===== src/rtl/id_stage.sv =====
// id_stage: MIPS decode stage with register file, hazard detection, branch resolution and ID/EX register.
module id_stage #(
    parameter int DELAY_SLOT = 1
) (
    input  logic        clk,
    input  logic        rst,
    input  logic [31:0] id_pc_4,
    input  logic [31:0] id_instruction,
    input  logic        wb_regWrite,
    input  logic [4:0]  wb_writeRegAddr,
    input  logic [31:0] wb_writeRegData,
    input  logic        ex_memRead_in,
    input  logic        ex_regWrite_in,
    input  logic [4:0]  ex_writeRegAddr_in,
    input  logic        mem_memRead,
    input  logic        mem_regWrite,
    input  logic [4:0]  mem_writeRegAddr,
    input  logic [31:0] mem_aluOut,
    output logic        id_shouldStall,
    output logic        id_shouldJumpOrBranch,
    output logic [31:0] id_jumpOrBranchPc,
    output logic        id_flush,
    output logic [31:0] ex_pc_4,
    output logic [31:0] ex_rdataA,
    output logic [31:0] ex_rdataB,
    output logic [31:0] ex_imm32,
    output logic [4:0]  ex_rs,
    output logic [4:0]  ex_rt,
    output logic [4:0]  ex_writeRegAddr,
    output logic [3:0]  ex_aluOp,
    output logic        ex_aluSrcB,
    output logic        ex_regWrite,
    output logic        ex_memRead,
    output logic        ex_memWrite,
    output logic [1:0]  ex_wbSel
);
    localparam logic [3:0] ALU_ADD = 4'd0, ALU_SUB = 4'd1, ALU_AND = 4'd2, ALU_OR = 4'd3, ALU_XOR = 4'd4,
                           ALU_NOR = 4'd5, ALU_SLT = 4'd6, ALU_SLL = 4'd7, ALU_SRL = 4'd8, ALU_LUI = 4'd9;

    logic [31:0] rf [32];
    logic [5:0]  opc, fn;
    logic [4:0]  rs, rt, rd, shamt;
    logic [15:0] imm;
    logic [31:0] sext, imm32, rdata_a, rdata_b, cmp_a, cmp_b;
    logic [4:0]  wa;
    logic [3:0]  alu_op;
    logic [1:0]  wb_sel;
    logic valid, src_b, reg_write, mem_read, mem_write, uses_rs, uses_rt, zext, shift;
    logic is_j, is_jal, is_jr, is_beq, is_bne, is_br, taken, ex_hit, mem_hit;

    assign {opc, rs, rt, rd, shamt, fn} = id_instruction;
    assign imm = id_instruction[15:0];
    assign sext = {{16{imm[15]}}, imm};

    always_comb begin
        valid = 1'b1;
        alu_op = ALU_ADD;
        src_b = 1'b0;
        reg_write = 1'b0;
        mem_read = 1'b0;
        mem_write = 1'b0;
        wb_sel = 2'd0;
        uses_rs = 1'b0;
        uses_rt = 1'b0;
        zext = 1'b0;
        shift = 1'b0;
        is_j = 1'b0;
        is_jal = 1'b0;
        is_jr = 1'b0;
        is_beq = 1'b0;
        is_bne = 1'b0;
        if (opc == 6'h00) begin
            uses_rs = 1'b1;
            uses_rt = 1'b1;
            reg_write = 1'b1;
            case (fn)
                6'h20, 6'h21: alu_op = ALU_ADD;
                6'h22, 6'h23: alu_op = ALU_SUB;
                6'h24: alu_op = ALU_AND;
                6'h25: alu_op = ALU_OR;
                6'h26: alu_op = ALU_XOR;
                6'h27: alu_op = ALU_NOR;
                6'h2a: alu_op = ALU_SLT;
                6'h00: begin alu_op = ALU_SLL; uses_rs = 1'b0; shift = 1'b1; end
                6'h02: begin alu_op = ALU_SRL; uses_rs = 1'b0; shift = 1'b1; end
                6'h08: begin is_jr = 1'b1; uses_rt = 1'b0; reg_write = 1'b0; end
                default: begin valid = 1'b0; uses_rs = 1'b0; uses_rt = 1'b0; reg_write = 1'b0; end
            endcase
        end else begin
            case (opc)
                6'h08: begin alu_op = ALU_ADD; src_b = 1'b1; reg_write = 1'b1; uses_rs = 1'b1; end
                6'h0c: begin alu_op = ALU_AND; src_b = 1'b1; reg_write = 1'b1; uses_rs = 1'b1; zext = 1'b1; end
                6'h0d: begin alu_op = ALU_OR;  src_b = 1'b1; reg_write = 1'b1; uses_rs = 1'b1; zext = 1'b1; end
                6'h0e: begin alu_op = ALU_XOR; src_b = 1'b1; reg_write = 1'b1; uses_rs = 1'b1; zext = 1'b1; end
                6'h0a: begin alu_op = ALU_SLT; src_b = 1'b1; reg_write = 1'b1; uses_rs = 1'b1; end
                6'h0f: begin alu_op = ALU_LUI; src_b = 1'b1; reg_write = 1'b1; zext = 1'b1; end
                6'h23: begin src_b = 1'b1; reg_write = 1'b1; mem_read = 1'b1; wb_sel = 2'd1; uses_rs = 1'b1; end
                6'h2b: begin src_b = 1'b1; mem_write = 1'b1; uses_rs = 1'b1; uses_rt = 1'b1; end
                6'h04: begin is_beq = 1'b1; uses_rs = 1'b1; uses_rt = 1'b1; end
                6'h05: begin is_bne = 1'b1; uses_rs = 1'b1; uses_rt = 1'b1; end
                6'h02: is_j = 1'b1;
                6'h03: begin is_jal = 1'b1; reg_write = 1'b1; wb_sel = 2'd2; end
                default: valid = 1'b0;
            endcase
        end
    end

    assign imm32 = shift ? {27'd0, shamt} : zext ? {16'd0, imm} : sext;
    assign wa = is_jal ? 5'd31 : (opc == 6'h00) ? rd : rt;

    // Same-cycle write-back bypass so WB and ID can share a cycle.
    assign rdata_a = (rs == 5'd0) ? 32'd0 : (wb_regWrite && wb_writeRegAddr == rs) ? wb_writeRegData : rf[rs];
    assign rdata_b = (rt == 5'd0) ? 32'd0 : (wb_regWrite && wb_writeRegAddr == rt) ? wb_writeRegData : rf[rt];

    // Branch/jr operands may take a finished ALU result from MEM; load data there forces a stall instead.
    assign cmp_a = (mem_regWrite && !mem_memRead && mem_writeRegAddr != 5'd0 && mem_writeRegAddr == rs) ? mem_aluOut : rdata_a;
    assign cmp_b = (mem_regWrite && !mem_memRead && mem_writeRegAddr != 5'd0 && mem_writeRegAddr == rt) ? mem_aluOut : rdata_b;

    assign is_br = is_beq || is_bne || is_jr;
    assign ex_hit = ex_writeRegAddr_in != 5'd0 &&
                    ((uses_rs && ex_writeRegAddr_in == rs) || (uses_rt && ex_writeRegAddr_in == rt));
    assign mem_hit = mem_writeRegAddr != 5'd0 &&
                     ((uses_rs && mem_writeRegAddr == rs) || (uses_rt && mem_writeRegAddr == rt));
    assign id_shouldStall = !rst && ((ex_memRead_in && ex_hit) || (is_br && ex_regWrite_in && ex_hit) ||
                                     (is_br && mem_memRead && mem_hit));

    assign taken = is_j || is_jal || is_jr || (is_beq && cmp_a == cmp_b) || (is_bne && cmp_a != cmp_b);
    assign id_shouldJumpOrBranch = !rst && !id_shouldStall && taken;
    assign id_jumpOrBranchPc = is_jr ? cmp_a :
                               (is_j || is_jal) ? {id_pc_4[31:28], id_instruction[25:0], 2'b00} :
                               id_pc_4 + {sext[29:0], 2'b00};
    assign id_flush = id_shouldJumpOrBranch && (DELAY_SLOT == 0);

    always_ff @(posedge clk) begin
        if (rst)
            rf <= '{default: '0};
        else if (wb_regWrite && wb_writeRegAddr != 5'd0)
            rf[wb_writeRegAddr] <= wb_writeRegData;
    end

    always_ff @(posedge clk) begin
        if (rst || id_shouldStall || !valid) begin
            ex_pc_4 <= '0;
            ex_rdataA <= '0;
            ex_rdataB <= '0;
            ex_imm32 <= '0;
            ex_rs <= '0;
            ex_rt <= '0;
            ex_writeRegAddr <= '0;
            ex_aluOp <= '0;
            ex_aluSrcB <= 1'b0;
            ex_regWrite <= 1'b0;
            ex_memRead <= 1'b0;
            ex_memWrite <= 1'b0;
            ex_wbSel <= '0;
        end else begin
            ex_pc_4 <= id_pc_4;
            ex_rdataA <= rdata_a;
            ex_rdataB <= rdata_b;
            ex_imm32 <= imm32;
            ex_rs <= rs;
            ex_rt <= rt;
            ex_writeRegAddr <= wa;
            ex_aluOp <= alu_op;
            ex_aluSrcB <= src_b;
            ex_regWrite <= reg_write;
            ex_memRead <= mem_read;
            ex_memWrite <= mem_write;
            ex_wbSel <= wb_sel;
        end
    end
endmodule


===== config.mk =====
export PLATFORM = sky130hd
export DESIGN_NAME = id_stage
export DESIGN_NICKNAME = d
export VERILOG_FILES = /design/src/rtl/id_stage.sv
export SDC_FILE = /design/constraint.sdc
export NUM_CORES = 2
export LEC_CHECK = 0
export ABC_CLOCK_PERIOD_IN_PS = 8600
export CAP_MARGIN = 40
export CORE_MARGIN = 2
export CORE_UTILIZATION = 35
export DETAILED_ROUTE_END_ITERATION = 10
export PLACE_DENSITY = 0.52
export SLEW_MARGIN = 20
export SYNTH_ARGS = -nofsm -noshare
export SYNTH_HDL_FRONTEND = slang
export SYNTH_SLANG_ARGS = --single-unit
export TNS_END_PERCENT = 30

===== constraint.sdc =====
create_clock -name clk -period 8.6 [get_ports clk]
set_clock_uncertainty 0.15 [all_clocks]
set_input_delay 2.15 -clock clk [delete_from_list [all_inputs] [get_ports clk]]
set_output_delay 2.15 -clock clk [all_outputs]
set_load 0.02 [all_outputs]

Word-level counts from Yosys, hierarchy flattened
Index checks and enable logic that the tools add are counted.
{"block": "word_totals", "register_bits": 1162, "out_inout_bits": 188, "wordCells": 199}
{"block": "classes", "n_addsub": 1, "order_cmp": 4, "n_eq_ne": 31, "mux": 52, "bitwise_logic": 3, "reduce_logical": 61}
{"op": "bitwise mux 1024 bit", "count": 1}
{"op": "2-to-1 mux 32 bit", "count": 13}
{"op": "binary-select mux 32 bit (select 5 bit)", "count": 2}
{"op": "demux 32 bit (select 5 bit)", "count": 1}
{"op": "equality test 6 bit (second input constant)", "count": 11}
{"op": "equality test 6 x 4 -> 1 bit (second input constant)", "count": 7}
{"op": "adder 32 bit", "count": 1}
{"op": "equality test 32 bit", "count": 1}
{"op": "inequality test 32 bit", "count": 1}
{"op": "case mux 4 bit (8 select lines)", "count": 1}
{"op": "equality test 5 bit", "count": 6}
{"op": "2-to-1 mux 1 bit", "count": 28}
{"op": "logical AND 1 bit", "count": 24}
{"op": "OR reduction 12 bit", "count": 2}
{"op": "case mux 4 bit (5 select lines)", "count": 1}
{"op": "equality test 6 x 2 -> 1 bit (second input constant)", "count": 3}
{"op": "greater-or-equal comparator 6 bit (second input constant)", "count": 3}
{"op": "NOT 5 -> 6 bit", "count": 3}
{"op": "OR reduction 8 bit", "count": 2}
{"op": "2-to-1 mux 5 bit", "count": 3}
{"op": "nonzero test 5 bit", "count": 3}
{"op": "equality test 6 x 3 -> 1 bit (second input constant)", "count": 2}
{"op": "zero test 6 bit", "count": 2}
{"op": "logical OR 1 bit", "count": 12}
{"op": "11 further kinds", "count": 19}

Logic depth before layout (Yosys ltp)
{"block": "depth", "depth_word": 14, "depth_mapped": 18, "depth_no_buf": 14}

Worst setup path before layout
No wires, ideal clock.
{"block": "synth_path", "kind": "in2out", "from": "input id_instruction[16]", "to": "output id_shouldJumpOrBranch", "arrival_time_ns": 5.505, "setup_slack_ns": 0.795, "stages": 13, "n_path_buf": 3, "path_cell_list": "buf_4 -> buf_4 -> buf_2 -> mux4_2 -> a221oi_1 -> a22oi_1 -> a32oi_1 -> xnor2_1 -> nand4_1 -> or4_1 -> a311oi_2 -> a21oi_1 -> or3b_1"}
{"block": "synth_via", "elab_chain_len": 12, "word_cells_on_any_way": 34, "classes_between": "eq/ne (5); mux (6); bitwise (1); reduce/logical (22)"}
{"item": "start, declared", "line": "8", "text": "input logic [31:0] id_instruction,"}
{"item": "NOT 5 -> 6 bit (implied by the code)", "line": "113", "text": "assign rdata_b = (rt == 5'd0) ? 32'd0 : (wb_regWrite && wb_writeRegAddr == rt) ? wb_writeRegData : rf[rt];"}
{"item": "binary-select mux 32 bit (select 5 bit)", "line": "113"}
{"item": "2-to-1 mux 32 bit (implied by the code) (2 in series)", "line": "113"}
{"item": "2-to-1 mux 32 bit (2 in series)", "line": "113"}
{"item": "2-to-1 mux 32 bit", "line": "117", "text": "assign cmp_b = (mem_regWrite && !mem_memRead && mem_writeRegAddr != 5'd0 && mem_writeRegAddr == rt) ? mem_aluO ..."}
{"item": "equality test 32 bit", "line": "127", "text": "assign taken = is_j || is_jal || is_jr || (is_beq && cmp_a == cmp_b) || (is_bne && cmp_a != cmp_b);"}
{"item": "logical AND 1 bit", "line": "127"}
{"item": "logical OR 1 bit (2 in series)", "line": "127"}
{"item": "logical AND 1 bit *", "line": "128", "text": "assign id_shouldJumpOrBranch = !rst && !id_shouldStall && taken;"}
{"item": "end, declared", "line": "20", "text": "output logic id_shouldJumpOrBranch,"}
Every way passes the cells marked *; elsewhere a longest branch is shown, timed or not. The select of a mux whose other input is x is not followed.

Worst setup path after layout
{"block": "layout_path", "from": "input id_instruction[23]", "to": "output id_shouldJumpOrBranch"}
{"block": "layout_via", "elab_chain_len": 12, "word_cells_on_any_way": 34, "classes_between": "eq/ne (5); mux (6); bitwise (1); reduce/logical (22)"}
{"item": "NOT 5 -> 6 bit (implied by the code)", "line": "112", "text": "assign rdata_a = (rs == 5'd0) ? 32'd0 : (wb_regWrite && wb_writeRegAddr == rs) ? wb_writeRegData : rf[rs];"}
{"item": "binary-select mux 32 bit (select 5 bit)", "line": "112"}
{"item": "2-to-1 mux 32 bit (implied by the code) (2 in series)", "line": "112"}
{"item": "2-to-1 mux 32 bit (2 in series)", "line": "112"}
{"item": "2-to-1 mux 32 bit", "line": "116", "text": "assign cmp_a = (mem_regWrite && !mem_memRead && mem_writeRegAddr != 5'd0 && mem_writeRegAddr == rs) ? mem_aluO ..."}
{"item": "equality test 32 bit", "line": "127"}
{"item": "logical AND 1 bit", "line": "127"}
{"item": "logical OR 1 bit (2 in series)", "line": "127"}
{"item": "logical AND 1 bit *", "line": "128"}
Marked as above.

==> flow_summary.toml <==
[clock_network]
clock_path_buffers = 3
cts_sinks = 1162
clk_pin_slew_worst_paths_ps = 50
h-tree-depth = 4
cts_buffers = 133
clkLatencyLatePin_ps = 830
ctsRootBufferMaster = "clkbuf_16"
cts_tree = "built"

[finish]
seq_area_sq_mm = 0.0233
n_fill_cell = 16600
drive_above_1_share_pct = 19.8
syn2layout_area_growth_pct = 24.7
multi_input_area_sq_mm = 0.0344
nNetsFinal = 7638
fin_util_pct = 43.9

[synth]
yosys.area.top_type = "dfxtp_1"
synthTopCellsByCount = "nand2_1 (2181), dfxtp_1 (1162), a21oi_1 (1134)"
yosysMostFrequentCell = "nand2_1"
synth-edff-count = 0
syn_avg_cell_area_sq_um = 8.59
synthArstFlopShare_pct = 0
synth_area_sq_mm = 0.0604
yosysSeqAreaShare_pct = 38.5
ys_top_cells_by_area = "dfxtp_1 (39%), mux4_2 (16%), nand2_1 (14%)"
syn_nets = 7207
synth.top_cell.area_share_pct = 38.5
ys_seq_elements = 1162
synthDistinctLibCells = 87
synthFlopType = "dfxtp_1"
synth-warning-count = 0
synth_cells = 7027

[pwr]
p_int_mw = 9.50
vdd_drop_max_mv = 0.160
pwr-share-seq_pct = 41.5
power.density_mw_per_mm2 = 175
p_leak_nw = 26.5
swShare_pct = 27.8
p_sw_mw = 3.65
power_mw = 13.2
clkPwrFrac_pct = 44.8
comb_power_share_pct = 13.7

[timing]
maxSlewViolCount = 0
fmax_ghz = 0.115
finalHoldViolations = 0
tightest_slew_ps = 1290
fin_ws_ps = -68.3
post-route-period-util_pct = 101
grt_setup_unrepaired = "yes"
period_needed_ps = 8670
slew_headroom_pct = 13.9
setup_viol = 1
hold_slack_ps = 315

[critical_path]
arrival_ps = 6370
slowest_delay_ps = 400
critPathSlowestCell = "or3b_1"
critical_path_class = "in -> out"
worstPathMaxFanout = 26
start_kind = "input port"
crit_chain = "buf_6, buf_12, buf_12, buf_4, mux4_2, mux2i_2, a32oi_1, a31oi_2, buf_4, o21ai_0, o21ai_0, xor2_1, nand3_1, nor4_4, buf_4, o21ai_0, or3b_1, dlygate4sd2_1"
required_ps = 6300
end_kind = "output port"

[detailed_routing]
first_pass_iters = 7
num_vias = 59900
drt-initial-drc-count = 8286
wire_per_inst_um = 31.9
routed_wl_um = 315000
routed_via_density = 6.06
ant_nets = 0
drc = 0

[placement]
pre_cts_slack_ps = -530
place_congestion = 0.980
hpwl_um = 211000
place.port_buffers = 336

[global_route]
grtUsageTotal_pct = 34.8
antenna_found_initial = 14
grt_pass1_vias = 56100
grt_max_degree = 218
grt-ovfl-total = 0
grt_pass1_wl_um = 434000

[run_status]
status = "complete, but fails checks"
violations = "negative setup slack"

[job]
cap_violations = 0

[floorplanning]
initial_core_util_pct = 35.2
core_sq_mm = 0.172
die_h_um = 419
num_rows = 152
io_pins = 338
fp.dieArea_sq_mm = 0.176
die_x_um = 419

[worst_hold_path]
worst_hold_path_type = "reg -> reg"
-- flip-flops by register name, indices dropped and copies added, names as in the netlist --
signal           flops
ex_rt                5
ex_imm32            17
ex_aluSrcB           1
ex_wbSel             2
ex_pc_4             32
ex_rdataA           32
ex_regWrite          1
ex_memRead           1
ex_rs                5
ex_memWrite          1
ex_rdataB           32
ex_aluOp             4
rf                1024
ex_writeRegAddr      5
-- power by group through the flow --
| stage | logic [mW] | registers, mW | clock network [mW] |
|---|---|---|---|
| CTS | 1.76 | 5.46 | 5.91 |
| global route | 1.85 | 5.46 | 6.10 |
| detailed placement | 1.75 | 5.58 | 0 |
| finish | 1.81 | 5.46 | 5.89 |
| floorplan | 0.834 | 5.59 | 0 |
| global placement | 1.73 | 5.58 | 0 |
-- cells in the final DEF (no fill, tap or decap), drive strengths merged, types with 25 or more instances in the layout --
| cell type | count |
|---|---|
| mux2i | 214 |
| and2 | 66 |
| xor2 | 39 |
| a221oi | 45 |
| a22oi | 50 |
| dfxtp | 1162 |
| and3 | 31 |
| ha | 29 |
| nor2b | 48 |
| clkinv | 27 |
| a21oi | 1134 |
| mux4 | 426 |
| buf | 698 |
| o22ai | 37 |
| clkdlybuf4s50 | 312 |
| xnor2 | 42 |
| inv | 25 |
| mux2 | 53 |
| o21ai | 71 |
| nand2 | 2181 |
| nand3 | 52 |
| a211oi | 45 |
| nor3 | 35 |
| nor2 | 188 |
| a31oi | 26 |
| clkbuf | 202 |
| o221ai | 72 |
-- worst paths after layout --
check / start / end / slack, ps / cells past startpoint
worst max-delay path: id_instruction[23] / id_shouldJumpOrBranch / -70 / 18
worst min-delay path: rf[635] / rf[635] / 310 / 2
worst max register to register: rf[651] / ex_rdataA[11] / 5810 / 8
worst min register to register: rf[635] / rf[635] / 310 / 2
-- per-layer routing --
layer / vias to the layer above / wire, um / GRT usage [%]
li1: 25500 / - / -
met1: 29100 / 114000 / 41.6
met2: 4099 / 137000 / 52.8
met3: 1177 / 36900 / 10.1
met4: 14 / 27600 / 26.5
met5: - / 105 / 0
-- through the flow --
stage	cells	instance area (sq um)	setup TNS, ps
4_1_cts	9869	75100	0
2_1_floorplan	7027	60400	0
6_report	9886	75200	-68.3
3_5_place_dp	9629	70500	-530
3_3_place_gp	9579	69500	-808
5_1_grt	9874	75200	-129
-- worst max-delay path, delay by kind of cell --
family          cells  cell delay [ps]
compound gates      5              700
xor+xnor            1              280
buf+inv             7             1710
mux                 2              580
simple gates        3              880
-- cell type report --
class | instances | area share, %
antenna | 13 | 0.0432
clock buffer | 202 | 5.30
clock inverter | 38 | 0.584
inverter | 22 | 0.110
multi-input combinational | 5123 | 45.7
sequential | 1162 | 30.9
tap | 2310 | 3.84
timing repair buffer | 1016 | 13.5
-- cell families after synthesis --
group           synth area share, %
other cells                 0.00621
simple gates                   18.2
mux                            20.5
xor+xnor                       1.18
fa+ha+maj                     0.634
buf+inv                        5.57
compound gates                 15.4
flops                          38.5
-- what timing repair did --
item	4_1_cts	5_1_grt
hold buffers	0	0
hold endpoints to repair	0	0
resized for setup	25	18
buffers inserted	0	1
setup endpoints to repair	1	9
pin swaps	1	3
(Power assumes the default switching activity.)
